===== config.mk =====
export PLATFORM = sky130hd
export DESIGN_NAME = post_pixel_pack
export DESIGN_NICKNAME = d
export VERILOG_FILES = /design/src/rtl/post_pixel_pack_pkg.sv /design/src/rtl/post_pixel_pack_word_mux.sv /design/src/rtl/post_pixel_pack.sv
export SDC_FILE = /design/constraint.sdc
export NUM_CORES = 1
export LEC_CHECK = 0
export CORE_UTILIZATION = 40
export DETAILED_ROUTE_END_ITERATION = 10
export GPL_TIMING_DRIVEN = 0
export PLACE_DENSITY = 0.68
export SLEW_MARGIN = 20
export SYNTH_ARGS = -nofsm -noshare
export SYNTH_HDL_FRONTEND = slang
export SYNTH_SLANG_ARGS = --single-unit

===== constraint.sdc =====
create_clock -name clk -period 2.3 [get_ports clk]
set_input_delay 0.46 -clock clk [delete_from_list [all_inputs] [get_ports clk]]
set_output_delay 0.46 -clock clk [all_outputs]
set_load 0.01 [all_outputs]

===== src/rtl/post_pixel_pack_pkg.sv =====
// Shared types and constants for the write-back pixel packer.
package pixel_pkg;

  typedef logic [23:0] rgb_pixel_t;

  localparam int unsigned PIXELS_PER_GROUP = 4;
  localparam int unsigned WORDS_PER_GROUP  = 3;
  localparam int unsigned WORD_BYTES       = 4;

  typedef enum logic [2:0] {
    ST_IDLE,
    ST_LOAD,
    ST_WORD1,
    ST_WORD2,
    ST_WORD3,
    ST_DONE
  } pack_state_t;

  typedef logic [1:0] word_idx_t;

  // Word slot within the current group; only meaningful in the WORDn states.
  function automatic word_idx_t word_index(input pack_state_t s);
    case (s)
      ST_WORD2: return 2'd1;
      ST_WORD3: return 2'd2;
      default:  return 2'd0;
    endcase
  endfunction

endpackage


===== src/rtl/post_pixel_pack_word_mux.sv =====
// Forms one 32-bit output word from a held 4-pixel group and a word index.
// Build option: PACK_BYTE_SWAP_EN byte-reverses the word for little-endian memory.
module pack_word_mux
  import pixel_pkg::*;
(
  input  rgb_pixel_t [PIXELS_PER_GROUP-1:0] i_pixels,
  input  word_idx_t                         i_word_idx,
  output logic       [31:0]                 o_word
);

  logic [31:0] w_word_be;

  always_comb begin
    w_word_be = '0;
    case (i_word_idx)
      2'd0:    w_word_be = {i_pixels[3], i_pixels[2][23:16]};
      2'd1:    w_word_be = {i_pixels[2][15:0], i_pixels[1][23:8]};
      2'd2:    w_word_be = {i_pixels[1][7:0], i_pixels[0]};
      default: w_word_be = '0;
    endcase
  end

`ifdef PACK_BYTE_SWAP_EN
  assign o_word = {w_word_be[7:0], w_word_be[15:8], w_word_be[23:16], w_word_be[31:24]};
`else
  assign o_word = w_word_be;
`endif

endmodule


===== src/rtl/post_pixel_pack.sv =====
// Packs 4-pixel RGB groups into three big-endian 32-bit words and writes them over req/ack.
// Build option: PACK_BYTE_SWAP_EN (little-endian word byte order, see pack_word_mux).
module post_pixel_pack
  import pixel_pkg::*;
#(
  parameter int unsigned ADDR_W  = 32,
  parameter int unsigned GROUP_W = 16
) (
  input  logic                                clk,
  input  logic                                n_rst,
  input  logic                                start_en,
  input  logic       [ADDR_W-1:0]             base_addr,
  input  logic       [GROUP_W-1:0]            num_groups,
  input  rgb_pixel_t [PIXELS_PER_GROUP-1:0]   pixels_in,
  input  logic                                pixels_valid,
  output logic                                pixels_ready,
  output logic       [31:0]                   write_word,
  output logic       [ADDR_W-1:0]             write_addr,
  output logic                                write_req,
  input  logic                                write_ack,
  output logic                                busy,
  output logic                                done
);

  pack_state_t                        r_state;
  pack_state_t                        w_next;
  logic       [ADDR_W-1:0]            r_addr;
  logic       [GROUP_W-1:0]           r_num;
  logic       [GROUP_W-1:0]           r_count;
  logic       [GROUP_W-1:0]           w_count_inc;
  rgb_pixel_t [PIXELS_PER_GROUP-1:0]  r_pix;
  logic       [31:0]                  w_mux_word;
  logic                               w_in_word;

  assign w_count_inc = r_count + 1'b1;

  always_ff @(posedge clk or negedge n_rst) begin
    if (!n_rst) begin
      r_state <= ST_IDLE;
      r_addr  <= '0;
      r_num   <= '0;
      r_count <= '0;
      r_pix   <= '0;
    end else begin
      r_state <= w_next;
      case (r_state)
        ST_IDLE: begin
          if (start_en) begin
            r_addr  <= base_addr;
            r_num   <= num_groups;
            r_count <= '0;
          end
        end
        ST_LOAD: begin
          if (pixels_valid) r_pix <= pixels_in;
        end
        ST_WORD1, ST_WORD2: begin
          if (write_ack) r_addr <= r_addr + ADDR_W'(WORD_BYTES);
        end
        ST_WORD3: begin
          if (write_ack) begin
            r_addr  <= r_addr + ADDR_W'(WORD_BYTES);
            r_count <= w_count_inc;
          end
        end
        default: ;
      endcase
    end
  end

  always_comb begin
    w_next = r_state;
    case (r_state)
      ST_IDLE: begin
        // Decided from the live num_groups: it is latched on this same edge.
        if (start_en) w_next = (num_groups == '0) ? ST_DONE : ST_LOAD;
      end
      ST_LOAD:  if (pixels_valid) w_next = ST_WORD1;
      ST_WORD1: if (write_ack) w_next = ST_WORD2;
      ST_WORD2: if (write_ack) w_next = ST_WORD3;
      ST_WORD3: if (write_ack) w_next = (w_count_inc == r_num) ? ST_DONE : ST_LOAD;
      ST_DONE:  w_next = ST_IDLE;
      default:  w_next = ST_IDLE;
    endcase
  end

  pack_word_mux u_word_mux (
    .i_pixels   (r_pix),
    .i_word_idx (word_index(r_state)),
    .o_word     (w_mux_word)
  );

  always_comb begin
    w_in_word    = (r_state == ST_WORD1) || (r_state == ST_WORD2) || (r_state == ST_WORD3);
    pixels_ready = (r_state == ST_LOAD);
    write_req    = w_in_word;
    write_word   = w_in_word ? w_mux_word : '0;
    write_addr   = r_addr;
    busy         = (r_state != ST_IDLE);
    done         = (r_state == ST_DONE);
  end

endmodule


==> results.md, run 1 <==
* RePlAce Congestion at between 0.8 and 0.9
* Max stage delay on crit path at between 0.4 and 0.5 ns
* Worst supply voltage drop on vdd at 0.000623 V
* Cell at the root of the clock tree: sky130_fd_sc_hd__clkbuf_16
* Pre-antenna DRT Iters at 5
* GRT Util Overall at about a quarter
* CTS H-Tree Depth at 4
* Setup violators final at 26
* Number of distinct library cells after synthesis at a little over 70
* Achievable clock frequency at between 0.4 and 0.5 GHz
* Share of flip-flops with an asynchronous set or reset at 100%
* Final antenna-violating net count at 0
* Maximum root-to-sink buffer count at 2
* Mean instance size in the synthesized netlist at a little over 10 um2
* Max-cap violation count at 0
* DRC violation total after the first TritonRoute iteration at around 440
* Kind of start point of the critical path: flop
* Sinks on the clock net at around 160
* Layout cells sized above 1 at between 20% and 30%
* Number of placement rows at 52
* Gate Count Post-Synth at 828
* Post-detailed-placement half-perimeter wirelength at ~17000 um
* N_diodes at 0
* Vertical die dimension at between 100 and 150 um
* Slew @ Worst Pin at 0.659 ns
* Most used cells in the layout excluding fill and tap cells: sky130_fd_sc_hd__clkdlybuf4s50_1 (179), sky130_fd_sc_hd__dfrtp_1 (161), sky130_fd_sc_hd__nand2_1 (109)
* Clock buffer count from CTS at 17
* Number of nets in the final layout at ~1200
* Unrepaired setup endpoints after global routing: true
* R2r worst-path depth at 8
* Placed cell count at between 1000 and 1500
* Type of the setup path with the least slack: flop to output pin
* Via count of the first global-routing pass at 7500
* Fraction of the yosys area taken by sequential cells at 48.9%
* Result of the run: complete, but fails checks
* Mean routed wirelength per cell at between 15 and 20 um
* Most common cell type on the critical path: sky130_fd_sc_hd__buf_6
* Final WS setup at -0.0779 ns
* DRC violation count after routing at 0
* Register-to-Register Setup Slack at 0.09 ns
* Number of antenna violations at the first check in global routing at 0
* Chip Width at 146 um
* Syn-to-layout area delta at 44.1%
* Largest fanout on the critical path at 6
* Pre-CTS setup slack at -0.804 ns
* RR Endpoint: write_addr[19]
* Starting density of the core at 41.0%
* Total count of max-transition violations in the final report at 0
* Post-Layout Cell Count at 1371
* Clock edge transition at the registers on the reported setup and hold paths at approximately 0.080 ns
* Final period utilization at 103%
* Clock latency on the worst-skew pair at roughly 0.43 ns
* Power per standard cell area at 1320 nW/um2
* Number of endpoints with negative hold slack in the final report at 4
* Floorplan core area at between 20000 and 25000 um2
* Leakage power at a little over 5 nW
* Endpoint kind of the worst setup timing path: output pin
* Library cell with the largest summed area after synthesis: sky130_fd_sc_hd__dfrtp_1
* Worst hold margin at -0.0161 ns
* Leading register cell type out of synthesis: sky130_fd_sc_hd__dfrtp_1
* Violations in the final reports: hold timing, setup timing
* Slew headroom at approximately 56%
* Class of the tightest hold or removal check: input pin to asynchronous set/reset pin
* Clock tree from TritonCTS: built
* Count of yosys warnings during synthesis at 0
* Reg-to-Reg Start: r_state[0]
* Post-layout minimum cycle time at approximately 2.4 ns
* Via count of the routed design at roughly 7400
* Area contributors post-synth: sky130_fd_sc_hd__dfrtp_1 (49%), sky130_fd_sc_hd__mux2_2 (13%), sky130_fd_sc_hd__nand2_1 (5.7%)
* Cell at the slowest stage of the critical path: sky130_fd_sc_hd__dfrtp_1
* Pin count of the biggest net entering global routing at 85
* Commonest non-fill, non-tap cell in the layout: sky130_fd_sc_hd__clkdlybuf4s50_1
* Input/output buffers at between 200 and 250
* Post-detailed-route via-to-cell ratio at ~5.4
* Overflow left after global routing at 0
* Endpoint required time on the critical path at about 1.8 ns
* Post-route total power at 15.9 mW
* Number of enable flip-flop cells after synthesis at 0
* Die Footprint at between 20000 and 25000 um2
* Worst-path cell chain: buf_6 -> nor2b_4 -> buf_4 -> buf_6 -> a22oi_1 -> o21ai_1 -> buf_2
* Detailed Route WL at approximately 25000 um
* Setup Skew at ~0.014 ns
* Count of hold-fix buffers inserted at cts at 0
* Endpoint arrival time on the critical path at about 1.9 ns
* Top-area cell type share of the netlist area at approximately half
* Number of ports placed on the die boundary at 217
* Global-route wire length before repair at between 40000 and 50000 um
* Cell area after synthesis at 8340 um2
* Synthesized netlist net count at 979
* Register bit count reported by yosys at about 160
cell usage after synthesis (all sizes together) (9+ instances only):
library cell / n
nor4: 13
mux2: 99
nor3: 12
a21oi: 49
a22oi: 33
dfrtp: 163
and3: 10
nand2: 129
nand3: 23
buf: 34
xnor2: 14
o22ai: 9
nor2: 41
o21ai: 69
clkbuf: 27
stage by stage:
step | cell area (um2) | setup TNS, ns | util [%]
2_1_floorplan | 8340 | 0 | -
3_3_place_gp | 10800 | -1041.53 | 53.2
3_5_place_dp | 10900 | -39.53 | 53.4
4_1_cts | 11800 | -0.148 | 57.7
5_1_grt | 12000 | -2.70 | 59.0
6_report | 12000 | -0.697 | 59.0
area by class of cell:
cell class	instances	area, um2
Inverter	7	26.3
Fill cell	1724	8340
Clock buffer	18	439
Tap cell	270	338
Sequential cell	163	4080
Timing Repair Buffer	242	2270
Multi-Input combinational cell	598	4260
Buffer	59	462
Clock inverter	14	156
cells by family (layout without fill, tap and decap cells):
group	Yosys count	count (layout)	synth area share, %
muxes	101	101	13.6
adders and majority gates	2	2	0.300
and+or+nand+nor	262	263	15.5
AOI/OAI and AO/OA	214	214	16.1
buffers and inverters	68	340	3.73
DFF	163	163	48.9
xor gates and xnor gates	18	18	1.89
worst max path at each step:
| stage | from | endpoint | slack [ns] | cells past startpoint |
|---|---|---|---|---|
| 2_1_floorplan | r_state[1] | write_word[10] | 0.32 | 7 |
| 3_3_place_gp | n_rst | write_addr[2] | -6.18 | 1 |
| 3_5_place_dp | r_state[1] | write_word[14] | -0.80 | 8 |
| 4_1_cts | r_state[1] | write_word[19] | -0.04 | 7 |
| 5_1_grt | r_state[2] | write_word[8] | -0.13 | 7 |
| 6_report | r_state[2] | write_word[5] | -0.08 | 7 |
critical path, delay by kind of cell, from the launching register on:
family                 cells  cell delay, ns
buffers and inverters      4            0.58
AOI/OAI and AO/OA          2            0.20
and+or+nand+nor            1            0.27
DFF                        1            0.43
registers in the layout (all words and copies together), names as in the netlist:
name        flops
r_count        16
r_num          16
r_pix          96
r_state         3
write_addr     32
per-layer routing:
metal | GRT usage (%) | up-vias | part of all wire [%]
met5 | 0 | - | 0
met4 | 6.51 | 0 | 1.4
met3 | 7.97 | 29 | 8.5
met2 | 39.8 | 241 | 49
met1 | 29.8 | 3608 | 41
li1 | - | 3518 | -
repair_timing:
action / in CTS / in global routing
pin swaps: 11 / 19
resized for setup: 242 / 72
buffers inserted: 13 / 8
cloned: 4 / 1
endpoints found under the setup margin: 39 / 83
power by group:
part / total, mW / internal [mW] / leakage, nW / switching [mW]
Sequential: 5.28 / 4.20 / 1.95 / 1.08
Combinational: 7.70 / 3.94 / 2.82 / 3.76
Clock: 2.92 / 1.58 / 0.294 / 1.34
Total: 15.9 / 9.72 / 5.06 / 6.19
(Power assumes the default switching activity.)
==> run 2: changes to the inputs <==
--- a/config.mk
+++ b/config.mk
@@ -5,10 +5,10 @@
 export SDC_FILE = /design/constraint.sdc
 export NUM_CORES = 1
 export LEC_CHECK = 0
-export CORE_UTILIZATION = 40
+export CORE_UTILIZATION = 49
 export DETAILED_ROUTE_END_ITERATION = 10
 export GPL_TIMING_DRIVEN = 0
-export PLACE_DENSITY = 0.68
+export PLACE_DENSITY = 0.8
 export SLEW_MARGIN = 20
 export SYNTH_ARGS = -nofsm -noshare
 export SYNTH_HDL_FRONTEND = slang
==> results.md, run 2 (synthesis gave the netlist of run 1 again) <==
* Largest register FFs at 96 (unchanged)
* Clock tree from TritonCTS: built
* Clock edge transition at the registers on the reported setup and hold paths at 0.07 ns (about the same)
* GRT Util Overall at 28.3% (+4.3 points)
* Sinks on the clock net at 163 (unchanged)
* Number of nets in the final layout at 1234 (-0.40%)
* Highest metal layer with signal wires: met4
* N_diodes at 0 (unchanged)
* Result of the run: complete, but fails checks
* Cell at the root of the clock tree: sky130_fd_sc_hd__clkbuf_16
* Worst-path cell chain: nor2b_2 -> clkbuf_8 -> buf_4 -> a22oi_1 -> o21ai_1 -> clkdlybuf4s15_2
* CTS H-Tree Depth at 4 (unchanged)
* Detailed Route WL at 24700 um (-1.2%)
* Slew headroom at 57.3% (+1.2 points)
* Routed wl met3 at 2110 um (-0.42%)
* Die Footprint at 17500 um2 (-18%)
* Kind of start point of the critical path: flop
* Global-route wire length before repair at 39000 um (-3.1%)
* Chip Width at 132 um (-9.5%)
* Number of antenna violations at the first check in global routing at 0 (unchanged)
* Class of the tightest hold or removal check: input pin to asynchronous set/reset pin
* DRC violation count after routing at 0 (unchanged)
* Overflow left after global routing at 0 (unchanged)
* Post-detailed-placement half-perimeter wirelength at 16900 um (-2.8%)
* Clock buffer count from CTS at 17 (unchanged)
* Input/output buffers at 216 (unchanged)
* Leakage power at 4.89 nW (-3.4%)
* Utilization after layout at 71.1% (+12 points)
* DRC violation total after the first TritonRoute iteration at 562 (+28%)
* Power per standard cell area at 1320 nW/um2 (-0.16%)
* Number of placement rows at 47 (-9.6%)
* Total count of max-transition violations in the final report at 0 (unchanged)
* Most used cells in the layout excluding fill and tap cells: sky130_fd_sc_hd__clkdlybuf4s50_1 (181), sky130_fd_sc_hd__dfrtp_1 (161), sky130_fd_sc_hd__nand2_1 (127)
* Floorplan core area at 16600 um2 (-19%)
* Sum of routed wire segments on met1 at 9660 um (-6.6%)
* Endpoint required time on the critical path at 1.84 ns (about the same)
* Via count of the routed design at 7543 (+2.0%)
* Largest register by flop count: r_pix
* Via count of the first global-routing pass at 7679 (+2.4%)
* Clock latency on the worst-skew pair at 0.43 ns (about the same)
* Post-route total power at 15.6 mW (-2.1%)
* Final antenna-violating net count at 0 (unchanged)
* Number of ports placed on the die boundary at 217 (unchanged)
* Max-cap violation count at 0 (unchanged)
* Post-layout minimum cycle time at 2.39 ns (+0.00788 ns)
* Pre-antenna DRT Iters at 5 (unchanged)
* Kind of cell adding the most delay to the critical path: buffers and inverters
* Endpoint kind of the worst setup timing path: output pin
* Commonest non-fill, non-tap cell in the layout: sky130_fd_sc_hd__clkdlybuf4s50_1
* Vertical die dimension at 132 um (-9.5%)
* Type of the setup path with the least slack: flop to output pin
* Maximum root-to-sink buffer count at 2 (unchanged)
* Syn-to-layout area delta at 41.3%
* Max stage delay on crit path at 0.41 ns (-0.02 ns)
* Pre-CTS setup slack at -0.770 ns (+0.0339 ns)
* Starting density of the core at 50.3% (+9.3 points)
* Count of hold-fix buffers inserted at cts at 0 (unchanged)
* Setup violators final at 19 (-27%)
* Mean routed wirelength per cell at 18.8 um (+3.0%)
* Final period utilization at 104% (+0.34 points)
* Final WS setup at -0.0858 ns (-0.00788 ns)
* Slew @ Worst Pin at 0.635 ns (-0.0243 ns)
* Unrepaired setup endpoints after global routing: true
* Achievable clock frequency at 0.419 GHz (-0.33%)
* RePlAce Congestion at 0.885 (+5.0%)
* Wire length on met2 at 12300 um (+0.97%)
* Layout cells sized above 1 at 25.8% (-2.7 points)
* Setup Skew at 0.0107 ns (-0.00324 ns)
* Cell at the slowest stage of the critical path: sky130_fd_sc_hd__dfrtp_1
* Number of endpoints with negative hold slack in the final report at 0 (-4)
* Buf/Inv on CP at 3 (-1)
* Endpoint arrival time on the critical path at 1.93 ns (about the same)
* Worst supply voltage drop on vdd at 0.000726 V (+16%)
* Post-detailed-route via-to-cell ratio at 5.74 (+6.3%)
* Pin count of the biggest net entering global routing at 84 (-1.2%)
* Largest fanout on the critical path at 10 (+4)
* Violations in the final reports: setup timing
## run 2: timing repair
action	in CTS	in global routing
setup buffers	7	11
pin swaps	2	11
cloned	0	2
gates resized for setup	189	63
setup endpoints to repair	40	44
## run 2: through the flow
step,setup TNS (ns),hold slack (ns),std cells,instance area (um2)
after floorplan,0,0.164,828,8340
after global placement,-1011.31,0.460,1264,10800
after detailed placement,-39.04,0.467,1265,10800
after CTS,-1.67,0.0372,1302,11500
after global routing,-4.91,0.0537,1315,11800
final,-1.06,0.00141,1315,11800
## run 2: path summary, 6_finish.rpt
check / from / endpoint / slack [ns] / depth (start not counted)
worst max-delay path: r_state[1] / write_word[9] / -0.09 / 6
worst min-delay path: n_rst / r_pix[12] / 0.001 / 1
worst max register to register: r_state[2] / r_pix[59] / 0.02 / 7
worst min register to register: write_addr[0] / write_addr[0] / 0.48 / 2
max in group asynchronous: n_rst / write_addr[16] / 1.46 / 2
min in group clk: write_addr[0] / write_addr[0] / 0.48 / 2
## run 2: report_power, final
| group | internal [mW] | total [mW] | switching, mW |
|---|---|---|---|
| Clock | 1.52 | 2.82 | 1.30 |
| Sequential | 4.20 | 5.26 | 1.05 |
| Combinational | 3.83 | 7.49 | 3.66 |
## run 2: area by class of cell
class                   instances  area, um2
clock inverters                14        144
well taps                     220        275
multi-input cells             598       4120
clock buffers                  17        425
repair buffers                236       2280
flip-flops and latches        163       4080
fillers                      1234       4800
plain buffers                  60        432
inverters                       7       26.3
## run 2: worst reg2reg max path, stage by stage, from the launching register on
cell                       delay (ns)
sky130_fd_sc_hd__dfrtp_1         0.42
sky130_fd_sc_hd__buf_6           0.14
sky130_fd_sc_hd__buf_4           0.13
sky130_fd_sc_hd__nor4bb_1        0.27
sky130_fd_sc_hd__buf_2           0.22
sky130_fd_sc_hd__buf_2           0.28
sky130_fd_sc_hd__buf_2           0.33
sky130_fd_sc_hd__mux2_2          0.37
## run 2: per-layer routing
metal | vias up | global-route usage, %
met5 | - | 0
met4 | 0 | 11.0
met3 | 46 | 9.16
met2 | 332 | 48.0
met1 | 3649 | 33.2
li1 | 3516 | -
